## config.mk

```make
export PLATFORM = sky130hd
export DESIGN_NAME = pc_target_table_flat
export DESIGN_NICKNAME = d
export VERILOG_FILES = /design/src/rtl/pc_target_table_pkg.sv /design/src/rtl/pc_target_table_if.sv /design/src/rtl/pc_target_table_ram.sv /design/src/rtl/pc_target_table.sv /design/src/flat_wrapper.sv
export SDC_FILE = /design/constraint.sdc
export NUM_CORES = 1
export LEC_CHECK = 0
export ABC_AREA = 1
export BUFFER_PORTS_ARGS = -buffer_cell sky130_fd_sc_hd__buf_2
export CAP_MARGIN = 20
export CORE_MARGIN = 3
export CORE_UTILIZATION = 65
export DETAILED_ROUTE_END_ITERATION = 12
export GPL_ROUTABILITY_DRIVEN = 0
export HOLD_SLACK_MARGIN = 0.06
export PLACE_DENSITY = 0.84
export SLEW_MARGIN = 20
export SYNTH_ARGS = -nofsm -noshare
export SYNTH_HDL_FRONTEND = slang
export SYNTH_SLANG_ARGS = --single-unit
export TNS_END_PERCENT = 30
```

## constraint.sdc

```tcl
create_clock -name Clk -period 4.9 [get_ports Clk]
set_input_delay 1.225 -clock Clk [delete_from_list [all_inputs] [get_ports Clk]]
set_output_delay 1.225 -clock Clk [all_outputs]
set_load 0.01 [all_outputs]
```

## src/rtl/pc_target_table_pkg.sv

```systemverilog
`default_nettype none
// +----------------------------------------------------------------------------+
// | pc_target_pkg                                                              |
// | Shared types, default sizes and the reset-time jump map for the table.     |
// | Revision: 1.0                                                              |
// +----------------------------------------------------------------------------+
package pc_target_pkg;

  localparam int DEF_D     = 12;
  localparam int DEF_DEPTH = 32;

  typedef enum logic [0:0] {
    INIT  = 1'b0,
    READY = 1'b1
  } fsm_e;

  function automatic logic [DEF_D-1:0] default_target(input int unsigned idx);
    logic [DEF_D-1:0] t;
    t = '0;
    case (idx)
      0:  t = 12'd6;
      1:  t = 12'd6;
      2:  t = 12'd503;
      3:  t = 12'd328;
      4:  t = 12'd298;
      5:  t = 12'd315;
      6:  t = 12'd282;
      7:  t = 12'd266;
      8:  t = 12'd247;
      9:  t = 12'd231;
      10: t = 12'd215;
      11: t = 12'd199;
      12: t = 12'd177;
      13: t = 12'd161;
      14: t = 12'd145;
      16: t = 12'd35;
      17: t = 12'd65;
      18: t = 12'd101;
      default: t = '0;
    endcase
    return t;
  endfunction

endpackage
`default_nettype wire

```

## src/rtl/pc_target_table_if.sv

```systemverilog
`default_nettype none
// +----------------------------------------------------------------------------+
// | pc_target_table_if                                                         |
// | Lookup/write bus between the decoder side and the target table.            |
// | Revision: 1.0                                                              |
// +----------------------------------------------------------------------------+
interface pc_target_table_if
  import pc_target_pkg::*;
#(
  parameter int D  = DEF_D,
  parameter int AW = 8
);

  logic          ready;
  logic          rd_req;
  logic [AW-1:0] rd_addr;
  logic          rd_valid;
  logic          rd_hit;
  logic [D-1:0]  rd_target;
  logic          wr_en;
  logic [AW-1:0] wr_addr;
  logic [D-1:0]  wr_data;
  logic          wr_rej;

  modport master (
    output rd_req, rd_addr, wr_en, wr_addr, wr_data,
    input  ready, rd_valid, rd_hit, rd_target, wr_rej
  );

  modport slave (
    input  rd_req, rd_addr, wr_en, wr_addr, wr_data,
    output ready, rd_valid, rd_hit, rd_target, wr_rej
  );

endinterface
`default_nettype wire

```

## src/rtl/pc_target_table_ram.sv

```systemverilog
`default_nettype none
// +----------------------------------------------------------------------------+
// | pc_target_ram                                                              |
// | DEPTH x D register array, one synchronous write port, one registered read. |
// | Revision: 1.0                                                              |
// +----------------------------------------------------------------------------+
module pc_target_ram #(
  parameter int D     = 12,
  parameter int DEPTH = 32,
  parameter int RAW   = (DEPTH > 1) ? $clog2(DEPTH) : 1
) (
  input  logic           clk_i,
  input  logic           rst_i,
  input  logic           we_i,
  input  logic [RAW-1:0] waddr_i,
  input  logic [D-1:0]   wdata_i,
  input  logic           re_i,
  input  logic [RAW-1:0] raddr_i,
  input  logic           ovr_i,
  input  logic [D-1:0]   ovr_data_i,
  output logic [D-1:0]   rdata_o
);

  logic [D-1:0] mem_q [DEPTH];
  logic [D-1:0] rdata_q;

  always_ff @(posedge clk_i) begin
    if (we_i) begin
      mem_q[waddr_i] <= wdata_i;
    end
  end

  // The override path lets the caller substitute a miss value or forwarded data.
  always_ff @(posedge clk_i or posedge rst_i) begin
    if (rst_i) begin
      rdata_q <= '0;
    end else if (re_i) begin
      rdata_q <= ovr_i ? ovr_data_i : mem_q[raddr_i];
    end
  end

  assign rdata_o = rdata_q;

endmodule
`default_nettype wire

```

## src/rtl/pc_target_table.sv

```systemverilog
`default_nettype none
// +----------------------------------------------------------------------------+
// | pc_target_table                                                            |
// | Programmable branch/jump target table, init walker loads the default map.  |
// | Optional: PC_TARGET_BYPASS_EN enables write-first forwarding.              |
// | Revision: 1.0                                                              |
// +----------------------------------------------------------------------------+
module pc_target_table
  import pc_target_pkg::*;
#(
  parameter int D     = DEF_D,
  parameter int DEPTH = DEF_DEPTH,
  parameter int AW    = 8
) (
  input  logic                 Clk,
  input  logic                 Reset,
  pc_target_table_if.slave     bus
);

  localparam int            RAW     = (DEPTH > 1) ? $clog2(DEPTH) : 1;
  localparam logic [AW-1:0] DEPTH_A = AW'(DEPTH);

  fsm_e           state_q;
  logic [RAW-1:0] cnt_q;

  logic           in_init;
  logic           rd_in;
  logic           wr_in;
  logic           wr_ok;
  logic           rd_go;
  logic           byp;

  logic           ram_we;
  logic [RAW-1:0] ram_waddr;
  logic [D-1:0]   ram_wdata;
  logic           ram_ovr;
  logic [D-1:0]   ram_ovr_data;

  logic           rd_valid_d, rd_valid_q;
  logic           rd_hit_d,   rd_hit_q;
  logic           wr_rej_d,   wr_rej_q;

  assign in_init = (state_q == INIT);
  assign rd_in   = (bus.rd_addr < DEPTH_A);
  assign wr_in   = (bus.wr_addr < DEPTH_A);
  assign wr_ok   = !in_init && bus.wr_en && wr_in;
  assign rd_go   = !in_init && bus.rd_req;

  always_ff @(posedge Clk or posedge Reset) begin
    if (Reset) begin
      state_q <= INIT;
      cnt_q   <= '0;
    end else begin
      case (state_q)
        INIT: begin
          cnt_q <= cnt_q + 1'b1;
          if (cnt_q == RAW'(DEPTH - 1)) begin
            state_q <= READY;
          end
        end
        READY:   state_q <= READY;
        default: state_q <= INIT;
      endcase
    end
  end

  // The init walker owns the write port until the table is ready.
  assign ram_we    = in_init || wr_ok;
  assign ram_waddr = in_init ? cnt_q : bus.wr_addr[RAW-1:0];
  assign ram_wdata = in_init ? D'(default_target(32'(cnt_q))) : bus.wr_data;

`ifdef PC_TARGET_BYPASS_EN
  assign byp = wr_ok && rd_in && (bus.wr_addr == bus.rd_addr);
`else
  assign byp = 1'b0;
`endif

  assign ram_ovr      = !rd_in || byp;
  assign ram_ovr_data = byp ? bus.wr_data : '0;

  always_comb begin
    rd_valid_d = rd_go;
    rd_hit_d   = rd_go && rd_in;
    wr_rej_d   = bus.wr_en && !wr_ok;
  end

  always_ff @(posedge Clk or posedge Reset) begin
    if (Reset) begin
      rd_valid_q <= 1'b0;
      rd_hit_q   <= 1'b0;
      wr_rej_q   <= 1'b0;
    end else begin
      rd_valid_q <= rd_valid_d;
      rd_hit_q   <= rd_hit_d;
      wr_rej_q   <= wr_rej_d;
    end
  end

  pc_target_ram #(
    .D     (D),
    .DEPTH (DEPTH),
    .RAW   (RAW)
  ) u_ram (
    .clk_i      (Clk),
    .rst_i      (Reset),
    .we_i       (ram_we),
    .waddr_i    (ram_waddr),
    .wdata_i    (ram_wdata),
    .re_i       (rd_go),
    .raddr_i    (bus.rd_addr[RAW-1:0]),
    .ovr_i      (ram_ovr),
    .ovr_data_i (ram_ovr_data),
    .rdata_o    (bus.rd_target)
  );

  assign bus.ready    = (state_q == READY);
  assign bus.rd_valid = rd_valid_q;
  assign bus.rd_hit   = rd_hit_q;
  assign bus.wr_rej   = wr_rej_q;

endmodule
`default_nettype wire

```

## src/flat_wrapper.sv

```systemverilog
// flat-port wrapper written by rule: the top's interface ports become plain ports
module pc_target_table_flat import pc_target_pkg::*;
#(
  parameter int D     = DEF_D,
  parameter int DEPTH = DEF_DEPTH,
  parameter int AW    = 8
)
  (Clk, Reset, bus_rd_req, bus_rd_addr, bus_wr_en, bus_wr_addr, bus_wr_data, bus_ready, bus_rd_valid, bus_rd_hit, bus_rd_target, bus_wr_rej);
  pc_target_table_if #(.D(D), .AW(AW)) bus_i ();
  input  logic Clk;
  input  logic Reset;
  input wire logic [$bits(bus_i.rd_req)-1:0] bus_rd_req;
  input wire logic [$bits(bus_i.rd_addr)-1:0] bus_rd_addr;
  input wire logic [$bits(bus_i.wr_en)-1:0] bus_wr_en;
  input wire logic [$bits(bus_i.wr_addr)-1:0] bus_wr_addr;
  input wire logic [$bits(bus_i.wr_data)-1:0] bus_wr_data;
  output wire logic [$bits(bus_i.ready)-1:0] bus_ready;
  output wire logic [$bits(bus_i.rd_valid)-1:0] bus_rd_valid;
  output wire logic [$bits(bus_i.rd_hit)-1:0] bus_rd_hit;
  output wire logic [$bits(bus_i.rd_target)-1:0] bus_rd_target;
  output wire logic [$bits(bus_i.wr_rej)-1:0] bus_wr_rej;
  assign bus_i.rd_req = bus_rd_req;
  assign bus_i.rd_addr = bus_rd_addr;
  assign bus_i.wr_en = bus_wr_en;
  assign bus_i.wr_addr = bus_wr_addr;
  assign bus_i.wr_data = bus_wr_data;
  assign bus_ready = bus_i.ready;
  assign bus_rd_valid = bus_i.rd_valid;
  assign bus_rd_hit = bus_i.rd_hit;
  assign bus_rd_target = bus_i.rd_target;
  assign bus_wr_rej = bus_i.wr_rej;
  pc_target_table #(.D(D), .DEPTH(DEPTH), .AW(AW)) u_core (.Clk(Clk), .Reset(Reset), .bus(bus_i));
endmodule
```

==> results of run 1 <==
[registers in the layout, indices dropped and copies added (netlist names)]
| signal | count |
|---|---|
| u_core.bus.wr_rej | 1 |
| u_core.bus.rd_hit | 1 |
| u_core.bus.rd_valid | 1 |
| u_core.cnt_q | 5 |
| u_core.u_ram.mem_q | 384 |
| u_core.u_ram.rdata_o | 12 |
| u_core.bus.ready | 1 |
[stage by stage]
step	instances	hold slack (ns)	utilization (%)
3_5_place_dp	1798	0.470	68.5
2_1_floorplan	1475	0.516	-
4_1_cts	1867	0.486	73.1
3_3_place_gp	1798	0.468	68.5
6_report	1867	0.487	73.1
5_1_grt	1867	0.515	73.1
[worst register-to-register path, delay by kind of cell, from the launching register on]
family,cells,cell delay (ns)
flip-flops,1,0.32
AND/OR/NAND/NOR,3,1.11
AO/OA/AOI/OAI,1,0.57
buffers and inverters,3,0.76
[layout make-up]
cell class	count	area (um2)
flip-flops and latches	405	12100
fillers	1601	6780
multi-input cells	955	4210
clock buffers	48	1040
repair buffers	80	517
well taps	330	413
clock inverters	21	123
inverters	28	110
[logic make-up (layout without fill, tap and decap cells)]
family	Yosys count	after routing	synth area share (%)
compound gates	27	27	0.920
xor+xnor	1	1	0.0523
fa+ha+maj	8	8	0.598
buf+inv	115	177	3.16
flops	405	405	72.0
simple gates	919	919	23.2
[where the power goes]
group	leakage [nW]	switching, mW	internal (mW)
registers	3.73	0.00471	3.79
clock network	0.573	1.20	1.55
logic	2.61	0.322	0.105
total	6.92	1.53	5.45
[placed cells by master, fill, tap and decap left out]
master,synthesis,final
dfrtp_1,21,21
buf_4,9,32
nor2_2,2,3
nand3_1,336,336
o22ai_4,0,1
a32o_2,0,1
a21oi_2,0,2
clkinv_1,0,11
o21ai_0,9,6
xor2_1,1,1
o21ai_1,1,1
bufinv_16,0,1
clkbuf_8,0,3
a21oi_1,8,6
inv_1,26,26
clkinvlp_4,0,1
nor4_2,1,1
inv_2,2,1
nor2_1,49,48
clkinv_2,0,7
nand2_1,530,530
buf_12,0,2
buf_2,50,45
o21ai_4,0,3
edfxtp_1,384,384
clkbuf_1,18,6
clkbuf_16,0,39
o22ai_1,3,2
inv_6,0,2
a31oi_2,0,1
or2_2,1,1
a31oi_1,2,1
ha_1,8,8
o211ai_1,3,3
buf_6,0,1
[how the worst max path moves through the flow]
stage,depth (start not counted),startpoint,end,slack (ns)
final,6,bus_wr_addr[7],u_core.u_ram.mem_q[23][11],1.62
after global routing,6,bus_wr_addr[7],u_core.u_ram.mem_q[3][8],1.44
after CTS,6,bus_wr_addr[7],u_core.u_ram.mem_q[23][11],1.66
after detailed placement,6,bus_wr_addr[7],u_core.u_ram.mem_q[23][11],1.15
after global placement,6,bus_wr_addr[7],u_core.u_ram.mem_q[3][0],1.22
after floorplan,5,bus_wr_addr[7],u_core.u_ram.mem_q[0][0],2.00
[routing by layer]
layer / vias up / part of all wire [%] / global-route usage [%]
li1: 5191 / - / -
met5: - / 0 / 0
met2: 864 / 48 / 46.8
met3: 143 / 12 / 5.46
met1: 5496 / 35 / 41.3
met4: 0 / 4.5 / 12.3
==> run summary, run 1 <==
Status - finished clean
WP buf/inv - 1
# nets final - 1549
Largest net degree at the start of global routing - 121
Clk_skew - 0.0241 ns
Die area - 0.0277 mm2
Num ports - 48
Hold buffers post-CTS - 0
CP arrival - 3.41 ns
Crit path capture type - flop
R2R Path End - u_core.u_ram.mem_q[4][8]
Vias per cell - 6.26
Die width - 166 um
Reg-to-reg setup timing slack - 1.76 ns
R2r startpoint - u_core.bus.ready
Synth unique cells - 24
Max Slew Vio Count - 0
CTS resizes - 0
Required @ worst endpoint - 5.03 ns
Synth Instances - 1475
Starting density of the core - 66.3%
Avg Inst Size Synth - 11.3 um2
CP Launch Type - primary input
RSZ-0062 raised after global routing - no
Fin worst setup slack - 1.62 ns
Worst path slowest cell - nor2_1
DRT Wirelength - 41800 um
CP cell instances - buf_2, nor2_1, nand2_1, o21ai_0, nand3_1, nor2_1
Initial antenna violation count - 0
Total CTS buffers - 39
Mapped Area - 0.0167 mm2
Drt wl/cell - 22.4 um
DRC - 0
Min Tclk post-route - 3.28 ns
CTS tree - yes
FF-to-FF path depth - 7
Hold Crit Class - flop to flop
Maxcap violations - 0
Routed Antenna Nets - 0
CP max stage delay - 0.94 ns
Final Cycle Share - 67.0%
Most frequent cell after synthesis - nand2_1
Top delay family on crit path - simple AND/OR/NAND/NOR gates
Hold path depth - 2
Area Overhead vs Synth - 10.4%
Hold Startpoint - u_core.u_ram.rdata_o[2]
Final setup TNS - 0 ns
Post-CTS Setup Inserts - 0
Synth async-reset ratio - 5.19%
Vias in the first global route - 11188
Yosys top cell by area - edfxtp_1
DRT Pass-1 Iters - 6
Clk sinks - 405
IO Port Bufs - 47
Slew headroom - 22.4%
Post-synth top area share - 68.9%
Flops & latches, synth - 405
Global-route usage over all layers - 29.5%
WHS Endpoint - u_core.u_ram.rdata_o[2]
Layout cell share with drive strength beyond 1 - 9.56%
First-pass GRT wire length - 63200 um
Dpl hpwl - 24500 um
Area contributors post-synth - edfxtp_1 (69%), nand2_1 (12%), nand3_1 (10%)
Gr ovfl total - 0
Detailed-route via count - 11694
Floorplan core area - 0.0253 mm2
Critical path type - primary input to flop
Max frequency - 0.305 GHz
Design Area, Final - 0.0185 mm2
Syn. warnings - 0
Worst-Skew Late Latency - 0.52 ns
DR iter-0 viols - 2112
N_diodes - 0
Syn_nets - 1515
Power density cells - 378 mW/mm2
Final-report hold violation count - 0
# setup viols final - 0
Worst-path maximum fanout - 12
Most frequent CP cell - nor2_1
Clock buffer depth - 3
DP Area - 0.0173 mm2
Worst vdd ir - 0.000264 V
Post-synth EDFFs - 384
Seq/Total Area, Yosys - 72.0%
Reg clk slew, reported paths - 0.06 ns
Pin slew with the least headroom to its limit - 1.16 ns
CTS root buffer - clkbuf_16
Row count - 58
Total power - 6.98 mW
Place WS - 1.15 ns
Post-synth top cells - nand2_1 (530), edfxtp_1 (384), nand3_1 (336), buf_2 (50), nor2_1 (49)
Die Span Y - 166 um
Leak Pwr - 6.92 nW
Main flop type after synthesis - edfxtp_1
H-tree level count - 2
Power figures use the tool's default switching activity.
==> run 2: changes to the inputs <==
--- a/config.mk
+++ b/config.mk
@@ -9,11 +9,11 @@
 export BUFFER_PORTS_ARGS = -buffer_cell sky130_fd_sc_hd__buf_2
 export CAP_MARGIN = 20
 export CORE_MARGIN = 3
-export CORE_UTILIZATION = 65
+export CORE_UTILIZATION = 62
 export DETAILED_ROUTE_END_ITERATION = 12
 export GPL_ROUTABILITY_DRIVEN = 0
 export HOLD_SLACK_MARGIN = 0.06
-export PLACE_DENSITY = 0.84
+export PLACE_DENSITY = 0.8
 export SLEW_MARGIN = 20
 export SYNTH_ARGS = -nofsm -noshare
 export SYNTH_HDL_FRONTEND = slang
==> constraint.sdc (replaced) <==
create_clock -name Clk -period 3.2 [get_ports Clk]
set_input_delay 0.8 -clock Clk [delete_from_list [all_inputs] [get_ports Clk]]
set_output_delay 0.8 -clock Clk [all_outputs]
set_load 0.01 [all_outputs]
==> run 2 against run 1 <==
Setup slack worse by 1.1 ns. Power up 57%. Clock skew up 0.0021 ns. Flip-flop and latch count unchanged. Hold slack worse by 0.23 ns. Routed wire length up 6.2%. Final cell count up 2.5%. Core utilization down 1.4 points. Die area up 4.7%. Via count up 2.6%. Largest cell class unchanged.
==> run summary, run 2 (synthesis gave the netlist of run 1 again) <==
CP Launch Type - flop (was primary input)
Pin slew with the least headroom to its limit - 0.738 ns (was 1.16 ns)
Final cell utilization of the core - 71.7% (was 73.1%)
Routed Antenna Nets - 0 (unchanged)
DRT Wirelength - 44400 um (was 41800 um)
First-pass GRT wire length - 67300 um (was 63200 um)
Number of flip-flops in the largest register - 384 (unchanged)
Place WS - 0.569 ns (was 1.15 ns)
Crit path capture type - flop (unchanged)
Gr ovfl total - 0 (unchanged)
Reg-to-reg setup timing slack - 0.51 ns (was 1.76 ns)
Fillcell total - 1720 (was 1601)
R2r startpoint - u_core.bus.ready (unchanged)
Most common cell after layout, fill and taps aside - nand2_1 (unchanged)
Worst-path maximum fanout - 13 (was 12)
Total power - 11.0 mW (was 6.98 mW)
# setup viols final - 0 (unchanged)
Top sig layer - met4 (unchanged)
Layout cell share with drive strength beyond 1 - 11.5% (was 9.56%)
CTS tree - yes (unchanged)
Reg clk slew, reported paths - 0.06 ns (about the same)
R2R Path End - u_core.u_ram.mem_q[5][3] (was u_core.u_ram.mem_q[4][8])
# nets final - 1584 (was 1549)
CP arrival - 2.91 ns (was 3.41 ns)
Status - finished clean (unchanged)
Hold Crit Class - primary input to asynchronous set/reset pin (was flop to flop)
Fin worst setup slack - 0.514 ns (was 1.62 ns)
Num ports - 48 (unchanged)
Die width - 170 um (was 166 um)
DRT Pass-1 Iters - 6 (unchanged)
Die Span Y - 170 um (was 166 um)
Min Tclk post-route - 2.69 ns
Global-route usage over all layers - 30.7% (was 29.5%)
CTS resizes - 0 (unchanged)
Clk sinks - 405 (unchanged)
Vias in the first global route - 11898 (was 11188)
Hold Slack - 0.261 ns (was 0.487 ns)
Dpl hpwl - 26500 um (was 24500 um)
DRC - 0 (unchanged)
Routed metal-1 wirelength - 16300 um (was 14700 um)
Power density cells - 581 mW/mm2 (was 378 mW/mm2)
Vias per cell - 6.27 (was 6.26)
Leak Pwr - 7.15 nW (was 6.92 nW)
Critical path type - flop to flop (was primary input to flop)
Final-report hold violation count - 0 (unchanged)
CTS root buffer - clkbuf_16 (unchanged)
Total CTS buffers - 40 (was 39)
Worst vdd ir - 0.000417 V (was 0.000264 V)
DR iter-0 viols - 2067 (was 2112)
DR WL met3 - 5060 um (was 5130 um)
Largest net degree at the start of global routing - 97 (was 121)
Row count - 59 (was 58)
Detailed-route via count - 12003 (was 11694)
Clock buffer depth - 3 (unchanged)
Clk_skew - 0.0262 ns (was 0.0241 ns)
Final cell count without fillers - 1913 (was 1867)
Area Overhead vs Synth - 12.7% (was 10.4%)
Slew headroom - 50.7% (was 22.4%)
Die area - 0.0290 mm2 (was 0.0277 mm2)
Final setup TNS - 0 ns (unchanged)
Routed met2 length - 21300 um (was 20100 um)
IO Port Bufs - 47 (unchanged)
Placed insts - 1836 (was 1798)
Most frequent cells in the layout - nand2_1 (530), edfxtp_1 (384), nand3_1 (336) (unchanged)
Initial antenna violation count - 1 (was 0)
Maxcap violations - 0 (unchanged)
Post-CTS Setup Inserts - 0 (unchanged)
DP Area - 0.0176 mm2 (was 0.0173 mm2)
H-tree level count - 2 (unchanged)
Hold buffers post-CTS - 0 (unchanged)
Floorplan core area - 0.0263 mm2 (was 0.0253 mm2)
RSZ-0062 raised after global routing - no (unchanged)
Design Area, Final - 0.0189 mm2 (was 0.0185 mm2)
FF-to-FF path depth - 7 (unchanged)
Max frequency - 0.372 GHz
Drt wl/cell - 23.2 um (was 22.4 um)
Final Cycle Share - 83.9%
Worst-Skew Late Latency - 0.55 ns (was 0.52 ns)
Starting density of the core - 63.7% (was 66.3%)
Required @ worst endpoint - 3.42 ns (was 5.03 ns)
Max Slew Vio Count - 0 (unchanged)
Largest Register - u_core.u_ram.mem_q (unchanged)
-- run 2: how the worst max path moves through the flow --
| stage | endpoint | start | depth (start not counted) | slack [ns] |
|---|---|---|---|---|
| 2_1_floorplan | u_core.u_ram.mem_q[0][7] | u_core.cnt_q[1] | 4 | 0.55 |
| 4_1_cts | u_core.u_ram.mem_q[5][10] | u_core.bus.ready | 7 | 0.51 |
| 3_3_place_gp | u_core.u_ram.rdata_o[3] | bus_rd_addr[0] | 11 | 0.60 |
| 5_1_grt | u_core.u_ram.mem_q[5][10] | u_core.bus.ready | 7 | 0.33 |
| 6_report | u_core.u_ram.mem_q[5][3] | u_core.bus.ready | 7 | 0.51 |
| 3_5_place_dp | u_core.u_ram.rdata_o[3] | bus_rd_addr[0] | 11 | 0.57 |
-- run 2: layer usage --
metal / track usage, % / vias up
li1: - / 5263
met1: 41.7 / 5727
met2: 49.4 / 868
met3: 6.32 / 145
met4: 12.3 / 0
met5: 0 / -
-- run 2: critical path: stages (launching register included) --
cell	delay, ns
dfrtp_1	0.58
inv_1	0.31
o21ai_0	0.57
inv_1	0.23
nor2_2	0.17
nand2_1	0.13
nor2_1	0.15
buf_4	0.24
-- run 2: where the power goes --
part           internal, mW  switching (mW)
clock network          2.53            1.93
logic                 0.175           0.510
registers              5.81         0.00707
-- run 2: area by class of cell --
class / instances / area [um2] / share of cell area, %
inverter: 28 / 110 / 0.584
tap: 335 / 419 / 2.22
antenna: 2 / 5.00 / 0.0265
clock inverter: 25 / 168 / 0.889
sequential: 405 / 12100 / 63.9
multi-input combinational: 955 / 4190 / 22.2
timing repair buffer: 114 / 842 / 4.47
clock buffer: 49 / 1070 / 5.65
==> run 3: changes to the inputs <==
--- a/config.mk
+++ b/config.mk
@@ -5,15 +5,15 @@
 export SDC_FILE = /design/constraint.sdc
 export NUM_CORES = 1
 export LEC_CHECK = 0
-export ABC_AREA = 1
+export ABC_AREA = 0
 export BUFFER_PORTS_ARGS = -buffer_cell sky130_fd_sc_hd__buf_2
 export CAP_MARGIN = 20
 export CORE_MARGIN = 3
-export CORE_UTILIZATION = 62
+export CORE_UTILIZATION = 56
 export DETAILED_ROUTE_END_ITERATION = 12
 export GPL_ROUTABILITY_DRIVEN = 0
 export HOLD_SLACK_MARGIN = 0.06
-export PLACE_DENSITY = 0.8
+export PLACE_DENSITY = 0.77
 export SLEW_MARGIN = 20
 export SYNTH_ARGS = -nofsm -noshare
 export SYNTH_HDL_FRONTEND = slang
==> constraint.sdc (replaced) <==
create_clock -name Clk -period 2.3 [get_ports Clk]
set_input_delay 0.575 -clock Clk [delete_from_list [all_inputs] [get_ports Clk]]
set_output_delay 0.575 -clock Clk [all_outputs]
set_load 0.01 [all_outputs]
==> run 3 against run 2 <==
Combinational power rose by 23%. Count of clock-buffer cells in the layout grew 1. Setup slack got worse by 0.35 ns. Core utilization fell by 4.4 points. Critical path depth is 4 lower. Register-to-register slack lost 0.35 ns. Clock skew is 0.014 ns lower. Power up 35%. Synthesized area fell by 2.3%. Sequential share of layout area decreased by 0.73 points. Non-clock buffer count grew 39. Global-route usage decreased by 6.1 points. Critical path type unchanged. Critical endpoint is now u_core.u_ram.rdata_o[3]. Largest cell class unchanged. Largest power group unchanged. Highest routed layer is now met5.
==> run summary, run 3 <==
Status - finished clean (unchanged)
Hold Crit Class - primary input to asynchronous set/reset pin (unchanged)
CP max stage delay - 0.63 ns (was 0.58 ns)
Routed met2 length - 18200 um (was 21300 um)
Clk sinks - 405 (unchanged)
Worst path slowest cell - or4_4 (was dfrtp_1)
R2r startpoint - u_core.bus.ready (unchanged)
Number of flip-flops in the largest register - 384 (unchanged)
Maxcap violations - 0 (unchanged)
Post-synth top area share - 70.5% (was 68.9%)
Yosys top cell by area - edfxtp_1 (unchanged)
Flops & latches, synth - 405 (unchanged)
Layout cell share with drive strength beyond 1 - 27.8% (was 11.5%)
Hold Slack - 0.103 ns (was 0.261 ns)
DRC - 0 (unchanged)
Clk_skew - 0.0119 ns (was 0.0262 ns)
H-tree level count - 2 (unchanged)
Total CTS buffers - 40 (unchanged)
Worst vdd ir - 0.000636 V (was 0.000417 V)
Die Span Y - 177 um (was 170 um)
RSZ-0062 raised after global routing - no (unchanged)
Synth async-reset ratio - 5.19% (unchanged)
Global-route usage over all layers - 24.6% (was 30.7%)
Placed insts - 1369 (was 1836)
Top sig layer - met5 (was met4)
Adder-Cell Fraction of Synth Area - 0.612% (was 0.598%)
Post-synth EDFFs - 384 (unchanged)
Slew headroom - 47.8% (was 50.7%)
Largest Register - u_core.u_ram.mem_q (unchanged)
Post-synth top cells - edfxtp_1 (384), mux2i_1 (76), a21oi_1 (41), nand2_1 (40), mux2_2 (39) (was nand2_1 (530), edfxtp_1 (384), nand3_1 (336), buf_2 (50), nor2_1 (49))
Die width - 177 um (was 170 um)
First-pass GRT wire length - 56200 um (was 67300 um)
Most common cell after layout, fill and taps aside - edfxtp_1 (was nand2_1)
CP Launch Type - flop (unchanged)
Seq/Total Area, Yosys - 73.7% (was 72.0%)
Routed Antenna Nets - 0 (unchanged)
Vias in the first global route - 9080 (was 11898)
Gr ovfl total - 0 (unchanged)
Largest family of logic cells by synthesized area - multiplexers (was simple AND/OR/NAND/NOR gates)
Vias per cell - 6.34 (was 6.27)
Xor-xnor portion of the synthesized cell area - 0.107% (was 0.0523%)
Pin slew with the least headroom to its limit - 0.783 ns (was 0.738 ns)
N_diodes - 0 (was 2)
# setup viols final - 0 (unchanged)
Top delay family on crit path - simple AND/OR/NAND/NOR gates (was buffers and inverters)
Dpl hpwl - 23100 um (was 26500 um)
Worst-Skew Late Latency - 0.53 ns (was 0.55 ns)
Syn. warnings - 0 (unchanged)
Max Slew Vio Count - 0 (unchanged)
DRT Wirelength - 37800 um (was 44400 um)
Leak Pwr - 6.64 nW (was 7.15 nW)
CTS root buffer - clkbuf_16 (unchanged)
Power density cells - 778 mW/mm2 (was 581 mW/mm2)
Die area - 0.0313 mm2 (was 0.0290 mm2)
Crit path capture type - flop (unchanged)
CP cell instances - nand2_1, or4_4, o41ai_1 (was inv_1, o21ai_0, inv_1, nor2_2, nand2_1, nor2_1, buf_4)
Area contributors post-synth - edfxtp_1 (70%), mux4_2 (5.1%), mux2i_1 (4.7%) (was edfxtp_1 (69%), nand2_1 (12%), nand3_1 (10%))
Largest net degree at the start of global routing - 36 (was 97)
Row count - 61 (was 59)
Initial antenna violation count - 1 (unchanged)
Final cell count without fillers - 1435 (was 1913)
Final Cycle Share - 93.0% (was 83.9%)
Routed metal-1 wirelength - 15100 um (was 16300 um)
Mapped Area - 0.0164 mm2 (was 0.0167 mm2)
DR WL met3 - 3430 um (was 5060 um)
# nets final - 1073 (was 1584)
IO Port Bufs - 47 (unchanged)
Floorplan core area - 0.0283 mm2 (was 0.0263 mm2)
Main flop type after synthesis - edfxtp_1 (unchanged)
Reg-to-reg setup timing slack - 0.16 ns (was 0.51 ns)
Reg clk slew, reported paths - 0.06 ns (about the same)
Min Tclk post-route - 2.14 ns (was 2.69 ns)
Most frequent cells in the layout - edfxtp_1 (384), buf_4 (84), mux2i_1 (76) (was nand2_1 (530), edfxtp_1 (384), nand3_1 (336))
Area Overhead vs Synth - 16.6% (was 12.7%)
Starting density of the core - 57.8% (was 63.7%)
Most frequent cell after synthesis - edfxtp_1 (was nand2_1)
Clock buffer depth - 3 (unchanged)
Synth unique cells - 49 (was 24)
Critical path type - flop to flop (unchanged)
DRT Pass-1 Iters - 5 (was 6)
Syn_nets - 929 (was 1515)
Simple-gate portion of the synthesized area - 3.15% (was 23.2%)
Max frequency - 0.467 GHz (was 0.372 GHz)
Avg Inst Size Synth - 18.4 um2 (was 11.3 um2)
Detailed-route via count - 9091 (was 12003)
Worst-path maximum fanout - 21 (was 13)
CTS tree - yes (unchanged)
Required @ worst endpoint - 2.69 ns (was 3.42 ns)
WP buf/inv - 0 (was 3)
Worst Setup SP - u_core.bus.ready (unchanged)
DR iter-0 viols - 1281 (was 2067)
Drt wl/cell - 26.4 um (was 23.2 um)
CP arrival - 2.53 ns (was 2.91 ns)
Mux share of post-synthesis cell area - 14.2% (was 0%)
Synth Instances - 889 (was 1475)
Synth Area in Compound Gates - 6.00% (was 0.920%)
Final-report hold violation count - 0 (unchanged)
Num ports - 48 (unchanged)
[run 3: cell types whose count changed in the layout (fill, tap and decap cells not counted), sizes merged, moves of 13 or more]
cell   previous run  this run
mux4              0        48
a21oi             8        41
nor2b             0        15
buf             114       152
mux2              0        39
nand3           336         4
nand2           530        40
nor2             51        38
inv              29        10
a22oi             0        23
mux2i             0        76
o41ai             0        13
[run 3: power by group]
group | switching, mW | internal (mW)
clock | 2.55 | 3.35
combinational | 0.500 | 0.342
sequential | 0.0165 | 8.08
[run 3: cell families (layout without fill, tap and decap cells)]
group                    count (synthesis)  after routing
AO/OA/AOI/OAI                          136            136
XOR/XNOR                                 2              2
adder cells (fa/ha/maj)                  8              8
buffers and inverters                   61            229
flip-flops                             405            405
multiplexers                           163            163
AND/OR/NAND/NOR                        114            114
[run 3: path summary, 6_finish.rpt]
path                                      endpoint  cells past startpoint
max                        u_core.u_ram.rdata_o[3]                      3
min                                u_core.cnt_q[4]                      3
max reg2reg                u_core.u_ram.rdata_o[3]                      3
min reg2reg                u_core.u_ram.rdata_o[6]                      2
max in group asynchronous         u_core.bus.ready                      3
min in group Clk                 u_core.bus.wr_rej                      2
[run 3: stage by stage]
| step | power, mW | instance area, um2 | utilization (%) | setup TNS (ns) | setup slack (ns) |
|---|---|---|---|---|---|
| 2_1_floorplan | 8.73 | 16400 | - | -102.70 | -0.604 |
| 3_3_place_gp | 9.06 | 17900 | 63.2 | -0.664 | -0.295 |
| 3_5_place_dp | 9.08 | 17900 | 63.2 | -0.900 | -0.288 |
| 4_1_cts | 14.9 | 19100 | 67.3 | 0 | 0.104 |
| 5_1_grt | 15.3 | 19100 | 67.4 | 0 | 0.0213 |
| 6_report | 14.8 | 19100 | 67.4 | 0 | 0.160 |
[run 3: final cells by class]
class,count,area [um2]
Clock buffer,50,1060
Clock inverter,16,96.3
Fill cell,1781,9240
Inverter,10,37.5
Multi-Input combinational cell,423,4030
Sequential cell,405,12100
Tap cell,378,473
Timing Repair Buffer,153,1320
[run 3: tightest hold or removal path, cell delays in order]
cell and delay (ns):
buf_2 0.09, inv_1 0.04, buf_4 0.32
[run 3: per-layer routing]
| metal | GRT usage [%] | vias up |
|---|---|---|
| li1 | - | 3892 |
| met1 | 34.6 | 4664 |
| met2 | 39.1 | 459 |
| met3 | 5.56 | 74 |
| met4 | 7.79 | 2 |
| met5 | 0 | - |
[run 3: what timing repair did]
action                                  in CTS  in global routing
gates resized for setup                      1                  1
setup buffers                                0                  0
cloned                                       0                  0
endpoints found under the setup margin       1                 96
hold buffers                                 0                  0
